<file path="config.mk">
export PLATFORM = sky130hd
export DESIGN_NAME = gelato_inst_buffer
export DESIGN_NICKNAME = d
export VERILOG_FILES = /design/src/rtl/gelato_inst_buffer.sv
export SDC_FILE = /design/constraint.sdc
export NUM_CORES = 1
export LEC_CHECK = 0
export BUFFER_PORTS_ARGS = -buffer_cell sky130_fd_sc_hd__buf_2
export CAP_MARGIN = 0
export CORE_ASPECT_RATIO = 1.4
export CORE_MARGIN = 2
export CORE_UTILIZATION = 30
export DETAILED_ROUTE_END_ITERATION = 12
export GPL_TIMING_DRIVEN = 0
export SYNTH_ARGS = -nofsm -noshare
export SYNTH_HDL_FRONTEND = slang
export SYNTH_SLANG_ARGS = --single-unit
</file>
<file path="constraint.sdc">
create_clock -name clk -period 18.85 [get_ports clk]
set_input_delay 3.77 -clock clk [delete_from_list [all_inputs] [get_ports clk]]
set_output_delay 3.77 -clock clk [all_outputs]
set_load 0.02 [all_outputs]
</file>
<file path="src/rtl/gelato_inst_buffer.sv">
// Per-warp instruction buffer: one FIFO per warp fed by decode, drained by the issue scheduler.
// Full/ready status comes from registered counts; issue data appears one cycle after the request.
module gelato_inst_buffer #(
    parameter int unsigned NUM_WARPS  = 4,
    parameter int unsigned DEPTH      = 4,
    parameter int unsigned PC_WIDTH   = 32,
    parameter int unsigned INST_WIDTH = 32,
    parameter int unsigned WARP_W     = $clog2(NUM_WARPS)
) (
    input  logic                  clk,
    input  logic                  rst,
    input  logic                  rdy,
    input  logic                  in_valid,
    input  logic [PC_WIDTH-1:0]   in_pc,
    input  logic [WARP_W-1:0]     in_warp_num,
    input  logic [INST_WIDTH-1:0] in_inst,
    output logic [NUM_WARPS-1:0]  warp_full,
    output logic [NUM_WARPS-1:0]  warp_ready,
    input  logic                  issue_valid,
    input  logic [WARP_W-1:0]     issue_warp_num,
    input  logic [NUM_WARPS-1:0]  flush_mask,
    output logic                  out_valid,
    output logic [PC_WIDTH-1:0]   out_pc,
    output logic [WARP_W-1:0]     out_warp_num,
    output logic [INST_WIDTH-1:0] out_inst,
    output logic                  overflow_err
);

    localparam int unsigned PTR_W = $clog2(DEPTH);
    localparam int unsigned CNT_W = $clog2(DEPTH + 1);

    logic [PTR_W-1:0]      wptr_q  [NUM_WARPS];
    logic [PTR_W-1:0]      wptr_d  [NUM_WARPS];
    logic [PTR_W-1:0]      rptr_q  [NUM_WARPS];
    logic [PTR_W-1:0]      rptr_d  [NUM_WARPS];
    logic [CNT_W-1:0]      count_q [NUM_WARPS];
    logic [CNT_W-1:0]      count_d [NUM_WARPS];

    logic [PC_WIDTH-1:0]   pc_mem   [NUM_WARPS][DEPTH];
    logic [INST_WIDTH-1:0] inst_mem [NUM_WARPS][DEPTH];

    logic push_en;
    logic pop_en;
    logic overflow_set;

    always_comb begin
        for (int w = 0; w < NUM_WARPS; w++) begin
            warp_full[w]  = (count_q[w] == CNT_W'(DEPTH));
            warp_ready[w] = (count_q[w] != '0);
        end
    end

    // A flush of the target warp cancels both the push and the pop in the same cycle.
    assign push_en      = rdy && in_valid && !warp_full[in_warp_num] && !flush_mask[in_warp_num];
    assign pop_en       = rdy && issue_valid && warp_ready[issue_warp_num]
                          && !flush_mask[issue_warp_num];
    assign overflow_set = rdy && in_valid && warp_full[in_warp_num];

    always_comb begin
        for (int w = 0; w < NUM_WARPS; w++) begin
            logic push_w;
            logic pop_w;
            push_w     = push_en && (in_warp_num == WARP_W'(w));
            pop_w      = pop_en && (issue_warp_num == WARP_W'(w));
            wptr_d[w]  = wptr_q[w];
            rptr_d[w]  = rptr_q[w];
            count_d[w] = count_q[w];
            if (rdy && flush_mask[w]) begin
                wptr_d[w]  = '0;
                rptr_d[w]  = '0;
                count_d[w] = '0;
            end else begin
                if (push_w) wptr_d[w] = wptr_q[w] + PTR_W'(1);
                if (pop_w)  rptr_d[w] = rptr_q[w] + PTR_W'(1);
                count_d[w] = count_q[w] + CNT_W'(push_w) - CNT_W'(pop_w);
            end
        end
    end

    always_ff @(posedge clk or posedge rst) begin
        if (rst) begin
            for (int w = 0; w < NUM_WARPS; w++) begin
                wptr_q[w]  <= '0;
                rptr_q[w]  <= '0;
                count_q[w] <= '0;
            end
        end else begin
            for (int w = 0; w < NUM_WARPS; w++) begin
                wptr_q[w]  <= wptr_d[w];
                rptr_q[w]  <= rptr_d[w];
                count_q[w] <= count_d[w];
            end
        end
    end

    // Storage needs no reset; entries are only read when the count says they are valid.
    always_ff @(posedge clk) begin
        if (push_en) begin
            pc_mem[in_warp_num][wptr_q[in_warp_num]]   <= in_pc;
            inst_mem[in_warp_num][wptr_q[in_warp_num]] <= in_inst;
        end
    end

    always_ff @(posedge clk or posedge rst) begin
        if (rst) begin
            out_valid    <= 1'b0;
            out_pc       <= '0;
            out_warp_num <= '0;
            out_inst     <= '0;
            overflow_err <= 1'b0;
        end else begin
            out_valid <= pop_en;
            if (pop_en) begin
                out_pc       <= pc_mem[issue_warp_num][rptr_q[issue_warp_num]];
                out_warp_num <= issue_warp_num;
                out_inst     <= inst_mem[issue_warp_num][rptr_q[issue_warp_num]];
            end
            if (overflow_set) overflow_err <= 1'b1;
        end
    end

endmodule

</file>
==> metrics.cfg, run 1 <==
[run_status]
status = finished, final reports clean

[power_and_ir_drop]
vdd_drop_max_uv = 72.9
p_sw_mw = 1.28
power_frac_seq = 0.528
p_per_area_nw_per_um2 = 105
combPwrFrac = 0.098
internal_power_mw = 4.09
clkPwrFrac = 0.373
p_leak_nw = 16.6
p_sw_frac = 0.238
power.total_mw = 5.36

[setup_path]
critPathRequiredTime_ps = 19230
startpoint_type = input pin
crit_slowest_cell = nor3_2
cp_max_fo = 9
critPathBufInv = 6
path_cells = buf_2 -> mux4_2 -> nor2_2 -> and2_1 -> buf_2 -> nand3_1 -> nor3_2 -> buf_8 -> buf_6 -> buf_8 -> buf_6
end_kind = flop
cp_data_arrival_time_ps = 7060
criticalPathCategory = input pin to flop
crit_path_max_incr_delay_ps = 880
crit_family = simple AND/OR/NAND/NOR gates

[global_routing]
overflow = 0
antenna_found_initial = 34
grt_pass1_vias = 21900
grt_use_total = 0.145
grt_pass1_wl_mm = 155
grt_start_max_net_pins = 54

[cells_and_area]
multi_input_area_sq_um = 9410
area.growth.synth_to_final_pct = 17.9
regArea_sq_um = 33200
drive_above_1_share = 0.309
nFillCells = 13100
nNetsFinal = 2455

[drt]
num_vias = 20800
wl_per_cell_um = 24.6
drc_errors = 0
drtIter0Drc = 1765
via_per_inst = 4.78
ant_nets = 0
wl_mm = 107
drtPass1Iterations = 5

[clock_network]
htree_levels = 3
numCtsBuffers = 95
cts_tree = done
cts_resized = 0
cts_hold_buffers = 0
clk_latency_ps = 690
clockBufferDepth = 3
cts_sinks = 1120
path_clk_slew_ps = 60
clockRootBuffer = clkbuf_16
cts_setup_buffers = 0

[min_path]
hold_path.class = flop to flop

[job]
maxCapViolCount = 0

[place]
numPortBuffers = 150
pre_cts_ws_ps = 11500
dpl.hpwl_mm = 73.3
place_congestion = 0.739

[yosys]
postSynthAreaPerCell_sq_um = 21.2
synth_top_area_share = 0.714
syn_inst = 2029
syn-cell-area_sq_um = 43100
ys_types = 41
synth_nets = 2118
yosys_warnings = 0
ys_seq_area_frac = 0.769
synth_top_cell_by_area = edfxtp_1
ys_seq_elements = 1120
synth_area_leaders = edfxtp_1 (71%), mux4_2 (14%), dfrtp_1 (5.6%), mux2i_1 (1.5%), mux2_1 (1.4%)

[timing]
setup_violations = 0
fmax_ghz = 0.150
finalHoldViolCount = 0
fin_crit_ps = 6680
timing.setup.tns_ps = 0
whs_ps = 482
fin_ws_ps = 12170
min_period_over_period = 0.354
slew_viol_final = 0
rsz0062_at_grt = no
tightestPinTransition_ps = 1080
slew_headroom = 0.280
skew_ps = 42.5

[floorplan]
fp.dieH_um = 452
core_area_sq_um = 143000
io-pin-count = 153
core.rowCount = 164
initial_core_util = 0.302
dieArea_sq_um = 147000
fp.dieW_um = 324

[area by class of cell]
| type | count | share of cell area |
|---|---|---|
| clock inverter | 57 | 0.0107 |
| multi-input combinational | 782 | 0.185 |
| clock buffer | 122 | 0.0517 |
| timing repair buffer | 240 | 0.0402 |
| antenna | 5 | 0.000246 |
| inverter | 18 | 0.00143 |
| buffer | 109 | 0.0110 |
| tap | 1909 | 0.0470 |
| sequential | 1120 | 0.652 |
[worst reg2reg max path: cells and delay by family (launching register included)]
family,cells,cell delay (ps)
buf+inv,5,950
flops,1,450
mux,1,350
simple gates,4,1530
[cells in the final DEF, fill, tap and decap left out, types with 19 or more instances in the layout]
cell	n
a21oi_1	66
o21ai_1	67
nand2_1	72
mux4_2	262
clkbuf_1	44
mux2_1	55
clkinv_2	19
dfrtp_1	96
edfxtp_1	1024
clkbuf_16	100
nor2_1	85
buf_2	214
mux2i_1	64
buf_6	63
[sequential cells by signal, summed over array words and instances, names as in the netlist]
| register | count |
|---|---|
| count_q | 12 |
| inst_mem | 512 |
| out_inst | 32 |
| out_pc | 32 |
| out_valid | 1 |
| out_warp_num | 2 |
| overflow_err | 1 |
| pc_mem | 512 |
| rptr_q | 8 |
| wptr_q | 8 |
[synth_stat cells, drive strengths merged]
| cell type | n |
|---|---|
| ha | 8 |
| a221oi | 1 |
| a21oi | 66 |
| inv | 18 |
| o21ai | 67 |
| nor2 | 94 |
| dfrtp | 96 |
| nor4b | 1 |
| nand2b | 2 |
| xor2 | 8 |
| nor2b | 6 |
| mux2i | 64 |
| nand2 | 72 |
| nand3 | 8 |
| a31oi | 2 |
| fa | 4 |
| or3b | 4 |
| edfxtp | 1024 |
| a31o | 1 |
| clkbuf | 26 |
| a41oi | 1 |
| nand4 | 1 |
| or2 | 1 |
| nand3b | 2 |
| xnor2 | 10 |
| or3 | 6 |
| nor3 | 11 |
| nor4 | 4 |
| and2 | 6 |
| o21bai | 1 |
| buf | 83 |
| mux4 | 262 |
| mux2 | 65 |
| nor3b | 3 |
| a311o | 1 |
[cell families (layout without fill, tap and decap cells)]
group,count (synthesis),count (layout),synth area share
adder cells (fa/ha/maj),12,12,0.00418
XOR/XNOR,18,18,0.00366
buffers and inverters,127,546,0.0146
multiplexers,391,391,0.169
other,0,5,0
flip-flops,1120,1120,0.769
AO/OA/AOI/OAI,140,140,0.0169
AND/OR/NAND/NOR,221,221,0.0225
[power by group through the flow]
stage | Combinational (mW) | Clock, mW | Sequential [mW]
2_1_floorplan | 0.233 | 0 | 2.95
3_3_place_gp | 0.526 | 0 | 2.89
3_5_place_dp | 0.540 | 0 | 2.89
4_1_cts | 0.540 | 2.04 | 2.83
5_1_grt | 0.575 | 2.13 | 2.84
6_report | 0.528 | 2.00 | 2.83
[routing by layer]
metal  share of wire  track usage  vias up
met2            0.52        0.258      530
met1            0.39        0.172    11100
li1                -            -     8941
met5          0.0024            0        -
met3           0.056       0.0339      182
met4           0.030       0.0480       44
[stage by stage]
stage          instances  instance area, sq um  utilization
2_1_floorplan       2029                 43100            -
3_3_place_gp        4088                 46200        0.324
3_5_place_dp        4178                 47600        0.334
4_1_cts             4357                 50800        0.356
5_1_grt             4360                 50800        0.356
6_report            4362                 50800        0.356
[final timing paths]
check,from,end,slack [ps],cells after the start
min reg2reg,out_pc[22],out_pc[22],480,2
min,out_pc[22],out_pc[22],480,2
max reg2reg,count_q[7],inst_mem[0][34],15240,10
min in group asynchronous,rst,rptr_q[3],3150,2
max in group asynchronous,rst,out_pc[21],14950,3
max,in_warp_num[0],inst_mem[0][34],12170,11
Note: power is estimated with default switching activity, not from simulation.
==> inputs of run 2 (changes only) <==
- clock period: 18.85 -> 6.52 ns (I/O delays scaled with it)
==> run 2 against run 1 <==
Clock power grew to 3.1 times the previous value; utilization rose by 0.29 points; via count grew 1.1%; setup slack got worse by 9600 ps; critical path type unchanged; critical endpoint is now pc_mem[0][23].
==> metrics.cfg, run 2 (synthesized netlist as in run 1, its figures left out) <==
[run_status]
status = finished, final reports clean  ; unchanged

[floorplan]
io-pin-count = 153  ; unchanged
initial_core_util = 0.302  ; unchanged
core.rowCount = 164  ; unchanged
dieArea_sq_um = 147000  ; unchanged
fp.dieH_um = 452  ; unchanged
fp.dieW_um = 324  ; unchanged
core_area_sq_um = 143000  ; unchanged

[setup_path]
r2r_cells = 8  ; was 10
cp_max_fo = 12  ; was 9
end_kind = flop  ; unchanged
r2r_slack_ps = 3310  ; was 15,240 ps
startpoint_type = input pin  ; unchanged
path_cells = buf_2 -> mux4_2 -> nor2_2 -> nand3_1 -> nor4b_4 -> buf_6 -> buf_6 -> buf_6  ; was buf_2 -> mux4_2 -> nor2_2 -> and2_1 -> buf_2 -> nand3_1 -> nor3_2 -> buf_8 -> buf_6 -> buf_8 -> buf_6
criticalPathCategory = input pin to flop  ; unchanged
critPathRequiredTime_ps = 6910  ; was 19,230 ps
crit_slowest_cell = nor4b_4  ; was nor3_2
cp_data_arrival_time_ps = 4290  ; was 7060 ps
crit_path_max_incr_delay_ps = 860  ; was 880 ps
reg2reg_to = inst_mem[0][119]  ; was inst_mem[0][34]
cp_common_cell = buf_6
r2r-start = count_q[2]  ; was count_q[7]

[timing]
fin_ws_ps = 2620  ; was 12,170 ps
fmax_ghz = 0.256
fin_crit_ps = 3900
skew_ps = 17.2  ; was 42.5 ps
slew_headroom = 0.306  ; was 0.280
whs_ps = 482  ; about the same
rsz0062_at_grt = no  ; unchanged
tightestPinTransition_ps = 1040  ; was 1080 ps
slew_viol_final = 0  ; unchanged
setup_violations = 0  ; unchanged
min_period_over_period = 0.598
finalHoldViolCount = 0  ; unchanged

[place]
dpl.hpwl_mm = 73.3  ; about the same
numPortBuffers = 150  ; unchanged
pre_cts_ws_ps = 1790  ; was 11,500 ps
place_congestion = 0.729  ; was 0.739

[power_and_ir_drop]
clkPwrFrac = 0.392  ; was 0.373
p_sw_mw = 3.76  ; was 1.28 mW
p_sw_frac = 0.236  ; was 0.238
combPwrFrac = 0.095  ; was 0.098
p_leak_nw = 16.8  ; was 16.6 nW
internal_power_mw = 12.2  ; was 4.09 mW
vdd_drop_max_uv = 218  ; was 72.9 uV
power.total_mw = 15.9  ; was 5.36 mW
power_frac_seq = 0.514  ; was 0.528
p_per_area_nw_per_um2 = 311  ; was 105 nW/um^2

[cells_and_area]
nNetsFinal = 2455  ; unchanged
drive_above_1_share = 0.306  ; was 0.309
area.growth.synth_to_final_pct = 18.9  ; was 17.9%
layout_commonest_cell = edfxtp_1  ; unchanged
mostFrequentLayoutCells = edfxtp_1 (1,024), mux4_2 (262), buf_2 (214)  ; unchanged
nFillCells = 13100  ; about the same

[global_routing]
grt_pass1_wl_mm = 158  ; was 155 mm
grt_start_max_net_pins = 59  ; was 54
grt_pass1_vias = 21900  ; about the same
antenna_found_initial = 28  ; was 34
overflow = 0  ; unchanged
grt_use_total = 0.149  ; was 0.145

[clock_network]
clk_latency_ps = 710  ; was 690 ps
cts_hold_buffers = 0  ; unchanged
path_clk_slew_ps = 60  ; about the same
cts_tree = done  ; unchanged
clockBufferDepth = 3  ; unchanged
cts_resized = 0  ; unchanged
numCtsBuffers = 100  ; was 95
cts_setup_buffers = 0  ; unchanged
clockRootBuffer = clkbuf_16  ; unchanged
htree_levels = 3  ; unchanged
cts_sinks = 1120  ; unchanged

[drt]
num_vias = 21100  ; was 20,800
ant_nets = 0  ; unchanged
drtIter0Drc = 1827  ; was 1,765
drtPass1Iterations = 5  ; unchanged
wl_per_cell_um = 25.1  ; was 24.6 um
drc_errors = 0  ; unchanged
via_per_inst = 4.82  ; was 4.78
wl_mm = 110  ; was 107 mm

[min_path]
hold_start = out_inst[16]  ; was out_pc[22]
hold_path.class = flop to flop  ; unchanged
hold_path_depth = 2  ; unchanged
min_to = out_inst[16]  ; was out_pc[22]

[job]
maxCapViolCount = 0  ; unchanged

## run 2: cell type report
class,count,area [sq um],share of cell area
inverters,18,72.6,0.00142
clock buffers,136,2780,0.0543
diodes,2,5.00,0.0000977
flip-flops and latches,1120,33200,0.647
clock inverters,53,667,0.0130
well taps,1909,2390,0.0466
plain buffers,109,561,0.0109
multi-input cells,782,9430,0.184
repair buffers,235,2160,0.0423
## run 2: worst max path at each step
stage	depth (start not counted)	from	slack, ps	to
global route	8	in_warp_num[0]	2450	pc_mem[0][23]
floorplan	5	in_warp_num[0]	-1210	inst_mem[1][0]
CTS	8	issue_warp_num[1]	2560	out_inst[7]
global placement	5	in_warp_num[0]	-8280	inst_mem[1][4]
detailed placement	8	issue_warp_num[1]	1790	out_inst[7]
finish	8	in_warp_num[0]	2620	pc_mem[0][23]
## run 2: critical path: cells and delay by family
family | cells | cell delay (ps)
buffers and inverters | 4 | 900
muxes | 1 | 540
and+or+nand+nor | 3 | 1500
## run 2: per-stage QoR
step / instance area (sq um) / util / setup TNS [ps] / std cells
detailed placement: 47800 / 0.335 / 0 / 4173
finish: 51200 / 0.359 / 0 / 4364
CTS: 51200 / 0.359 / 0 / 4362
global route: 51200 / 0.359 / 0 / 4363
floorplan: 43100 / - / -289090 / 2029
global placement: 46200 / 0.324 / -4427060 / 4088
## run 2: power groups by stage
stage	sequential (mW)	combinational, mW	clock [mW]
detailed placement	8.35	1.55	0
finish	8.19	1.51	6.25
global route	8.22	1.65	6.63
global placement	8.35	1.51	0
floorplan	8.53	0.674	0
CTS	8.19	1.55	6.37
## run 2: per-layer routing
metal  track usage  vias to the layer above  routed length (um)
met5             0                        -                 185
li1              -                     8930                   -
met4        0.0525                       34                3120
met3        0.0292                      196                6290
met1         0.181                    11300               42500
met2         0.262                      639               57500
